`src/rtl/hex_keypad_scan.sv`:
```
// hex_keypad_scan: scans a 4x4 active-low key matrix, debounces whole scans, emits one event per press.
// Latency: key_valid pulses the cycle after the scan end that completes DEBOUNCE_SCANS identical single-key scans.
// Backpressure: none; key_valid is a one-cycle pulse, key_code/data hold their value until the next accept.
//
// Ports:
//   clk, reset      clock; asynchronous active-high reset
//   row[3:0]        keypad rows, active-low, asynchronous to clk (synchronized here)
//   col[3:0]        column drive, one-hot active-low
//   clear           synchronous clear of data
//   key_valid       one-cycle pulse per accepted key press
//   key_code[3:0]   hex value of the last accepted key
//   key_down        high from accept until the release has been accepted
//   data[31:0]      accepted digits, newest in [3:0], oldest in [31:28]
module hex_keypad_scan #(
    parameter int DWELL_BITS     = 13,
    parameter int DEBOUNCE_SCANS = 4
) (
    input  logic        clk,
    input  logic        reset,
    input  logic [3:0]  row,
    output logic [3:0]  col,
    input  logic        clear,
    output logic        key_valid,
    output logic [3:0]  key_code,
    output logic        key_down,
    output logic [31:0] data
);
    localparam logic [3:0] DS = 4'(DEBOUNCE_SCANS);

    typedef enum logic [1:0] {IDLE, DEBOUNCE, HELD, RELEASE} state_t;

    state_t                state;
    logic [3:0]            row_s1, row_s2;
    logic [DWELL_BITS-1:0] dwell_cnt;
    logic [1:0]            col_idx;
    logic [1:0]            acc_cnt;   // keys seen so far in this scan; 2 means two or more
    logic [3:0]            acc_code;  // code of the single key seen so far in this scan
    logic [3:0]            cand;
    logic [3:0]            cnt;

    logic       dwell_last, scan_end;
    logic [3:0] hits;
    logic [2:0] col_hits;
    logic [1:0] hit_row;
    logic [1:0] scan_cnt;
    logic [3:0] scan_key;
    logic       scan_none, scan_single;
    logic [3:0] cnt_inc;
    logic       accept;

    function automatic logic [3:0] key_map(input logic [1:0] r, input logic [1:0] c);
        logic [3:0] k;
        k = 4'h0;
        case ({r, c})
            4'h0: k = 4'h1;  4'h1: k = 4'h2;  4'h2: k = 4'h3;  4'h3: k = 4'hA;
            4'h4: k = 4'h4;  4'h5: k = 4'h5;  4'h6: k = 4'h6;  4'h7: k = 4'hB;
            4'h8: k = 4'h7;  4'h9: k = 4'h8;  4'hA: k = 4'h9;  4'hB: k = 4'hC;
            4'hC: k = 4'h0;  4'hD: k = 4'hF;  4'hE: k = 4'hE;  4'hF: k = 4'hD;
        endcase
        return k;
    endfunction

    assign col = ~(4'b0001 << col_idx);

    always_comb begin
        dwell_last = &dwell_cnt;
        scan_end   = dwell_last && (col_idx == 2'd3);
        hits       = ~row_s2;
        col_hits   = {2'b0, hits[0]} + {2'b0, hits[1]} + {2'b0, hits[2]} + {2'b0, hits[3]};
        hit_row    = 2'd0;
        for (int r = 3; r >= 0; r--) begin
            if (hits[r]) hit_row = 2'(r);
        end
        // Running scan result including the column being sampled now
        if (({1'b0, acc_cnt} + col_hits) >= 3'd2) scan_cnt = 2'd2;
        else                                      scan_cnt = acc_cnt + col_hits[1:0];
        scan_key    = (acc_cnt == 2'd0) ? key_map(hit_row, col_idx) : acc_code;
        scan_none   = (scan_cnt == 2'd0);
        scan_single = (scan_cnt == 2'd1);
        cnt_inc     = (cnt >= DS) ? cnt : cnt + 4'd1;
        accept      = scan_end && scan_single &&
                      ((state == IDLE && DS == 4'd1) ||
                       (state == DEBOUNCE && scan_key == cand && cnt_inc == DS));
    end

    always_ff @(posedge clk or posedge reset) begin
        if (reset) begin
            state     <= IDLE;
            row_s1    <= 4'hF;
            row_s2    <= 4'hF;
            dwell_cnt <= '0;
            col_idx   <= 2'd0;
            acc_cnt   <= 2'd0;
            acc_code  <= 4'h0;
            cand      <= 4'h0;
            cnt       <= 4'd0;
            key_valid <= 1'b0;
            key_code  <= 4'h0;
            key_down  <= 1'b0;
            data      <= 32'h0;
        end else begin
            row_s1    <= row;
            row_s2    <= row_s1;
            dwell_cnt <= dwell_cnt + DWELL_BITS'(1);
            key_valid <= accept;

            if (dwell_last) begin
                col_idx <= col_idx + 2'd1;
                if (scan_end) begin
                    acc_cnt  <= 2'd0;
                    acc_code <= 4'h0;
                end else begin
                    acc_cnt  <= scan_cnt;
                    acc_code <= scan_key;
                end
            end

            if (accept) begin
                state    <= HELD;
                key_down <= 1'b1;
                key_code <= scan_key;
                cand     <= scan_key;
                cnt      <= DS;
            end else if (scan_end) begin
                case (state)
                    IDLE: begin
                        if (scan_single) begin
                            cand  <= scan_key;
                            cnt   <= 4'd1;
                            state <= DEBOUNCE;
                        end
                    end
                    DEBOUNCE: begin
                        if (scan_single) begin
                            if (scan_key == cand) begin
                                cnt <= cnt_inc;
                            end else begin
                                cand <= scan_key;
                                cnt  <= 4'd1;
                            end
                        end else begin
                            state <= IDLE;
                            cnt   <= 4'd0;
                        end
                    end
                    HELD: begin
                        // No auto-repeat: a held key (or several) just keeps us here
                        if (scan_none) begin
                            cnt <= 4'd1;
                            if (DS == 4'd1) begin
                                state    <= IDLE;
                                key_down <= 1'b0;
                            end else begin
                                state <= RELEASE;
                            end
                        end
                    end
                    RELEASE: begin
                        if (scan_none) begin
                            cnt <= cnt_inc;
                            if (cnt_inc == DS) begin
                                state    <= IDLE;
                                key_down <= 1'b0;
                            end
                        end else begin
                            state <= HELD;
                        end
                    end
                    default: state <= IDLE;
                endcase
            end

            // An accept coinciding with clear leaves only the new digit
            if (accept)     data <= clear ? {28'h0, scan_key} : {data[27:0], scan_key};
            else if (clear) data <= 32'h0;
        end
    end
endmodule

```
`config.mk`:
```
export PLATFORM = sky130hd
export DESIGN_NAME = hex_keypad_scan
export DESIGN_NICKNAME = d
export VERILOG_FILES = /design/src/rtl/hex_keypad_scan.sv
export SDC_FILE = /design/constraint.sdc
export NUM_CORES = 1
export LEC_CHECK = 0
export ABC_AREA = 1
export BUFFER_PORTS_ARGS = -buffer_cell sky130_fd_sc_hd__buf_2
export CAP_MARGIN = 30
export CORE_MARGIN = 5
export CORE_UTILIZATION = 56
export CTS_CLUSTER_DIAMETER = 120
export DETAILED_ROUTE_END_ITERATION = 8
export PLACE_DENSITY_LB_ADDON = 0.3
export SYNTH_ARGS = -nofsm -noshare
export SYNTH_HDL_FRONTEND = slang
export SYNTH_SLANG_ARGS = --single-unit
```
`constraint.sdc`:
```
create_clock -name clk -period 5.5 [get_ports clk]
set_clock_uncertainty 0.05 [all_clocks]
set_input_delay 0.275 -clock clk [delete_from_list [all_inputs] [get_ports clk]]
set_output_delay 0.275 -clock clk [all_outputs]
set_load 0.005 [all_outputs]
```
[Word level (Yosys, flattened, before mapping)]
Memories as Yosys holds them, arrays and structs flattened.
Cells that the tools add are included.
Cells by class
  add/sub/neg operators: 8
  magnitude comparators: 2
  equal/unequal tests: 14
  shifts and indexed selects: 1
  multiplexer cells: 39
  bitwise logic cells: 2
  reduce and logical (&&, ||, !) cells: 19
Operator list (count)
  $mux W32: 3
  $mux W4: 15
  $mux W2: 13
  $ne A3 B3 Y1 const B: 6
  $pmux W4 S4: 1
  $add A13 B1 Y13 const B: 1
  $reduce_and A13 Y1: 1
  $reduce_and A5 Y1: 2
  $reduce_bool A2 Y1: 5
  $not A4 Y4: 2
  $pmux W2 S4: 1
  $pmux W4 S2: 1
  $reduce_and A4 Y1: 2
  $eq A2 B2 Y1 const B: 3
  $logic_not A2 Y1: 3
  $logic_and A1 B1 Y1: 5
  $mux W1: 5
  $add A4 B1 Y4 const B: 1
  $eq A2 B1 Y1 const B: 2
  $eq A4 B3 Y1 const B: 1
  $eq A4 B4 Y1: 1
  $ge A4 B3 Y1 const B: 1
  $ne A4 B4 Y1 const B: 1
  $shl A1 B2 Y4 const A: 1
  other kinds (8): 8
Word-level totals
  bits in registers: 77
  bits in read-only memories: 64
  bits of input ports: 7
  output and inout port bits: 42
  logic and storage cells: 99
  memories kept: 1
Memory list
  (name not given): depth 16, bits a word 4, rd ports 1, clocked after Yosys merged registers in 0, wr ports 0, line 54  | case ({r, c})

[Logic depth before layout (Yosys ltp)]
Gate-level depths: netlist (run 1).
An unclocked memory read counts as a cell.
  depth after elaboration: 13
  depth in mapped cells: 18
  gate-level depth less buffers: 17

[Least setup slack after synthesis (run 1)]
Ideal clock, no wire load.
  path kind: register -> register
  start: register row_s2[0]
  end: register data[12]
  setup time: 121 ps
  data arrival time: 3324 ps
  required time: 5329 ps
  setup slack: 2005 ps
  stages on the path, launching flop included: 16
  cells stage by stage: dfstp_2 > buf_4 > inv_1 > fa_1 > ha_1 > ha_1 > fa_1 > nor3_1 > nand2_2 > nor2_8 > inv_4 > nor2_8 > nor2_4 > buf_6 > a22oi_1 > inv_1
Between the ends
  longest elaborated chain between the ends: 11
  elaborated cells between the ends (all ways): 19
  those cells by class: add/sub: 5; order compare: 1; eq/ne: 2; mux: 4; bitwise: 1; reduce/logical: 5; memory: 1
RTL lines
  from (decl): line 33  | logic [3:0] row_s1, row_s2;
  from (signal assigned): line 103  | row_s2 <= row_s1;
  $not A4 Y4 *: line 68  | hits = ~row_s2;
  $add A1 B1 Y2: line 69  | col_hits = {2'b0, hits[0]} + {2'b0, hits[1]} + {2'b0, hits[2]} + {2'b0, hits[3]};
  $add A2 B1 Y3: line 69
  $add A3 B1 Y3: line 69
  $add A2 B3 Y3: line 75  | if (({1'b0, acc_cnt} + col_hits) >= 3'd2) scan_cnt = 2'd2;
  $ge A3 B2 Y1: line 75
  $mux W2: line 75
  $eq A2 B1 Y1: line 79  | scan_single = (scan_cnt == 2'd1);
  $logic_and A1 B1 Y1: line 81  | accept = scan_end && scan_single &&
  $logic_and A1 B1 Y1 *: line 81
  $mux W32 or $reduce_bool A2 Y1 (tied branches)
  to (signal assigned): line 174  | if (accept) data <= clear ? {28'h0, scan_key} : {data[27:0], scan_key};
  to (decl): line 26  | output logic [31:0] data
Every way passes the cells marked *; elsewhere a longest branch is shown, timed or not.
A chain may end at the register's enable or synchronous reset.

[Worst setup path in the final report (run 1)]
  start: register row_s2[0]
  end: register data[24]
The elaborated chain is that of the path after synthesis.

==> results of run 1 <==
## per-stage QoR
| step | setup slack [ns] | utilization [%] | cells | hold slack, ns | power [W] |
|---|---|---|---|---|---|
| floorplan | 2.01 | - | 405 | 0.229 | 0.000631 |
| global placement | 1.41 | 63.1 | 524 | 0.296 | 0.000643 |
| detailed placement | 1.24 | 63.1 | 524 | 0.297 | 0.000645 |
| CTS | 1.20 | 67.5 | 544 | 0.194 | 0.00116 |
| global route | 0.763 | 68.1 | 546 | 0.303 | 0.00120 |
| finish | 1.23 | 68.1 | 546 | 0.271 | 0.00116 |
## cell type report
type	count	share of cell area [%]
clock buffers	9	2.83
clock inverters	7	2.78
inverters	47	4.09
multi-input cells	274	36.4
flip-flops and latches	77	44.3
well taps	77	2.20
repair buffers	55	7.44
## per-layer routing
metal | GRT usage (%) | vias to the layer above | routed length, um
met5 | 0 | - | 0
met4 | 8.42 | 0 | 140
met1 | 25.1 | 1395 | 3370
met2 | 29.9 | 80 | 3530
li1 | - | 1430 | -
met3 | 3.52 | 11 | 426
## worst register-to-register path, stage by stage (launching register included)
cell and delay [ns]:
dfstp_2 0.63, inv_1 0.08, fa_1 0.47, ha_1 0.20, ha_1 0.29, fa_1 0.41
inv_1 0.07, nor2_1 0.04, nor3_1 0.29, nand2_2 0.24, nor2_1 0.19, nand4_2 0.31
nor2_1 0.65, a22oi_1 0.20, inv_1 0.09
## worst max path at each step
| stage | endpoint | slack [ns] | depth (start not counted) |
|---|---|---|---|
| after floorplan | data[12] | 2.01 | 15 |
| after global placement | data[24] | 1.41 | 12 |
| after detailed placement | data[24] | 1.24 | 14 |
| after CTS | data[24] | 1.20 | 14 |
| after global routing | data[24] | 0.76 | 14 |
| final | data[24] | 1.23 | 14 |
## state kept, by name (all words and copies together) (netlist names)
signal	flops
key_valid	1
key_code	4
cnt	4
cand	4
col_idx	2
key_down	1
state	2
row_s2	4
acc_cnt	2
acc_code	4
data	32
dwell_cnt	13
row_s1	4
## power groups by stage
stage               Clock, W  Sequential [W]  Combinational [W]
floorplan                  0        0.000583          0.0000480
global placement           0        0.000584          0.0000589
detailed placement         0        0.000585          0.0000607
CTS                 0.000523        0.000574          0.0000632
global route        0.000553        0.000574          0.0000758
finish              0.000517        0.000573          0.0000655
## logic make-up after synthesis
| family | synth area share (%) |
|---|---|
| simple gates | 27.2 |
| flops | 51.7 |
| compound gates | 7.68 |
| fa+ha+maj | 4.74 |
| buf+inv | 5.88 |
| xor+xnor | 2.80 |
## cells in the final DEF, fill, tap and decap left out, types with 8 or more instances in the layout
master and n:
ha_1 11, o21ai_0 34, nand3_1 38, dfrtp_1 69, nand2_2 8, dfstp_2 8
nor2_1 15, nand2_1 105, buf_2 48, inv_1 43, clkbuf_8 9
==> impl_metrics.toml, run 1 <==
[worst_hold_path]
hp-class = "in2reg"
hold_depth = 4
hp-start = "clear"
holdPathEnd = "data[30]"

[die]
initial_utilization_pct = 58.3
die_area_um2 = 8430
die_y_um = 91.8
die-width_um = 91.8
boundaryPins = 49
rows = 29
coreArea_um2 = 6420

[logic_synthesis]
async_reset_ff_share_pct = 100
yosys_warnings = 0
yosys.cell_types.count = 39
synth_fp_nets = 425
syn_avg_cell_area_um2 = 9.25
synth.top_cells.by_area = "dfrtp_1 46%, nand2_1 11%, dfstp_2 5.6%"
synth_top_cell_area_share_pct = 46.1
ys_top_cells_by_count = "105 x nand2_1, 69 x dfrtp_1, 44 x inv_1"
synth_top_area_cell = "dfrtp_1"
synthCells = 405
synth_most_common_cell = "nand2_1"
synth_ff_type = "dfrtp_1"
ys_seq_area_share_pct = 51.7
ys_ff_latch = 77
synth-edff-count = 0
syn_area_um2 = 3750

[global_routing]
antenna_found_initial = 0
grt_max_degree = 78
grt-ovfl-total = 0
grt_pass1_wl_um = 13000
grt_use_total_pct = 18.8
grt_pass1_vias = 2791

[route]
vias_per_cell = 5.34
drcViolationCount = 0
firstDrtPassIters = 4
wl_per_cell_um = 13.7
drt_iter0_drc = 183
ant_nets = 0
vias = 2916
wirelength_um = 7460

[cts]
cts-root-buf = "clkbuf_8"
clock_tree.buffer_depth = 2
clock-sinks = 77
insertion_delay_ns = 0.35
htreeDepth = 3
cts_setup_buffers = 0
post_cts_resized = 0
ctsHoldBuffers = 4
cts_buffers = 9
clkTransAtPathRegs_ns = 0.08
cts_tree = "built"

[sta]
timing.final.max_slew_violations = 0
tightest_slew_ns = 0.702
rsz0062_at_grt = "false"
fin_crit_sh_pct = 77.6
setup_tns_ns = 0
min_period_ns = 4.27
hold_viol_final = 0
max-slew-margin-rel_pct = 53.0
finalSetupViolCount = 0
clock.fmax_ghz = 0.234

[critical_path]
cp_data_arrival_time_ns = 4.51
startpoint_type = "flip-flop"
ff2ff_path_depth = 14
worstSetupEndpointType = "flip-flop"
timing.rr.start = "row_s2[0]"
worstPathRequired_ns = 5.74
crit_chain = "inv_1 > fa_1 > ha_1 > ha_1 > fa_1 > inv_1 > nor2_1 > nor3_1 > nand2_2 > nor2_1 > nand4_2 > nor2_1 > a22oi_1 > inv_1"
r2r_setup_slack_ns = 1.23
criticalPathCategory = "reg2reg"
worstPathMaxFanout = 14
slowest_stage = "nor2_1"
crit_start = "row_s2[0]"
critPathTopFamily = "simple AND/OR/NAND/NOR gates"
path_buf_inv = 3
cp_slowest_stage_delay_ns = 0.65
r2r-end = "data[24]"

[layout]
drive_above_1_share_pct = 22.6
num-fill-cells = 526
final_nets = 484
seqCellArea_um2 = 1940
multi_input_area_um2 = 1590
area_growth_pct = 16.7
fin_area_um2 = 4370
diodes = 0

[placement]
port_buffers = 48
postPlaceCellArea_um2 = 4050
gp_congestion = 0.906
hpwl_um = 5360

[run_status]
status = "complete, no violations"

[power]
p_seq_share_pct = 49.6
power_density_nw_per_um2 = 264
p_leak_nw = 2.37
power.internal_w = 0.000894
p_comb_share_pct = 5.7
p_sw_share_pct = 22.7
p_switching_w = 0.000262
ir_worst_vdd_mv = 0.157
clkPwrFrac_pct = 44.7

[job]
max_cap_violations = 0
No activity file was read; power rests on OpenSTA's default activity.
==> inputs of run 2 (changes only) <==
==> constraint.sdc (replaced) <==
create_clock -name clk -period 4.4 [get_ports clk]
set_clock_uncertainty 0.05 [all_clocks]
set_input_delay 0.22 -clock clk [delete_from_list [all_inputs] [get_ports clk]]
set_output_delay 0.22 -clock clk [all_outputs]
set_load 0.005 [all_outputs]
==> impl_metrics.toml, run 2 (synthesized netlist as in run 1, its figures left out) <==
[sta]
finalSetupViolCount = 0
tightest_slew_ns = 0.781
hold_viol_final = 0
fin_crit_sh_pct = 86.6
rsz0062_at_grt = "false"
finalWorstSetupSlack_ns = 0.590
min_period_ns = 3.81
timing.final.max_slew_violations = 0
hold-worst-slack_ns = 0.210
setup_tns_ns = 0
clock.fmax_ghz = 0.262
max-slew-margin-rel_pct = 47.9

[worst_hold_path]
holdPathEnd = "data[6]"
hp-start = "clear"
hp-class = "in2reg"
hold_depth = 4

[critical_path]
path_buf_inv = 4
critPathTopFamily = "adder cells"
slowest_stage = "dfstp_2"
startpoint_type = "flip-flop"
worst-path-stages = 15
timing.rr.start = "row_s2[0]"
r2r-end = "data[22]"
criticalPathCategory = "reg2reg"
r2r_setup_slack_ns = 0.59
ff2ff_path_depth = 15
crit_chain = "inv_1 > fa_1 > ha_1 > ha_1 > fa_1 > inv_1 > nor2_1 > nor3_1 > nand2_2 > nor2_1 > nand4_2 > buf_4 > inv_1 > nand3_1 > o21ai_0"
crit_top_cell = "inv_1"
worstSetupEndpointType = "flip-flop"
cp_data_arrival_time_ns = 4.03
worstPathRequired_ns = 4.62
cp_slowest_stage_delay_ns = 0.63
worstPathMaxFanout = 14
crit_start = "row_s2[0]"

[layout]
final_nets = 486
num-fill-cells = 514
top_register = "data"
final_cell_mix = "105 x nand2_1, 69 x dfrtp_1, 48 x buf_2"
largest_register_ffs = 32
layout_commonest_cell = "nand2_1"
reg.largest.list = "data: 32 flops, dwell_cnt: 13 flops"
area_growth_pct = 16.0
diodes = 0
drive_above_1_share_pct = 22.9

[die]
die-width_um = 91.8
boundaryPins = 49
die_area_um2 = 8430
rows = 29
die_y_um = 91.8
initial_utilization_pct = 58.3
coreArea_um2 = 6420

[job]
max_cap_violations = 0

[placement]
dp_slack_ns = 0.610
gp_congestion = 0.860
hpwl_um = 5590
port_buffers = 48

[power]
power_density_nw_per_um2 = 321
p_leak_nw = 2.36
total_power_w = 0.00139
ir_worst_vdd_mv = 0.201

[route]
ant_nets = 0
drcViolationCount = 0
wirelength_um = 7730
vias_per_cell = 5.29
wl_per_cell_um = 14.1
drt_iter0_drc = 108
firstDrtPassIters = 4
vias = 2897

[cts]
cts-root-buf = "clkbuf_8"
htreeDepth = 3
cts_setup_buffers = 0
clkTransAtPathRegs_ns = 0.08
cts_tree = "built"
clock-sinks = 77
post_cts_resized = 0
insertion_delay_ns = 0.34
clock_tree.buffer_depth = 2
cts_buffers = 9

[global_routing]
antenna_found_initial = 0
grt_max_degree = 40
grt-ovfl-total = 0
grt_pass1_vias = 2929
grt_use_total_pct = 19.7
grt_pass1_wl_um = 13500

[run_status]
status = "complete, no violations"
-- run 2: area by class of cell --
class	instances	area, um2	share of cell area (%)
Clock inverter	6	86.3	1.99
Sequential cell	77	1940	44.6
Tap cell	77	96.3	2.22
Inverter	47	179	4.12
Clock buffer	10	138	3.17
Multi-Input combinational cell	274	1590	36.6
Timing Repair Buffer	57	320	7.37
-- run 2: power breakdown --
| group | switching [W] | internal, W | leakage [nW] |
|---|---|---|---|
| registers | 0.00000319 | 0.000714 | 1.03 |
| clock network | 0.000262 | 0.000334 | 0.112 |
| logic | 0.0000583 | 0.0000233 | 1.22 |
-- run 2: routing by layer --
| layer | GRT usage [%] | up-vias | part of all wire, % |
|---|---|---|---|
| li1 | - | 1429 | - |
| met1 | 25.7 | 1365 | 44 |
| met2 | 32.1 | 88 | 47 |
| met3 | 4.99 | 15 | 5.6 |
| met4 | 7.18 | 0 | 2.5 |
| met5 | 0 | - | 0 |
-- run 2: what timing repair did --
item                                   CTS  global route
setup endpoints to repair                0             0
endpoints found under the hold margin   30             0
hold buffers                             5             0
-- run 2: how the worst max path moves through the flow --
| stage | endpoint | slack, ns |
|---|---|---|
| 2_1_floorplan | data[12] | 0.91 |
| 3_3_place_gp | data[23] | 0.73 |
| 3_5_place_dp | data[15] | 0.61 |
| 4_1_cts | data[15] | 0.58 |
| 5_1_grt | data[23] | 0.23 |
| 6_report | data[22] | 0.59 |
-- run 2: metrics by stage --
step	cells	instance area, um2	util, %
after floorplan	405	3750	-
after global placement	527	4070	63.4
after detailed placement	527	4070	63.4
after CTS	548	4350	67.7
after global routing	548	4350	67.7
final	548	4350	67.7
-- run 2: worst reg2reg max path, stage by stage (launching register included) --
cell	delay [ns]
dfstp_2	0.63
inv_1	0.09
fa_1	0.47
ha_1	0.19
ha_1	0.29
fa_1	0.42
inv_1	0.07
nor2_1	0.03
nor3_1	0.30
nand2_2	0.09
nor2_1	0.14
nand4_2	0.24
buf_4	0.24
inv_1	0.28
nand3_1	0.12
o21ai_0	0.09
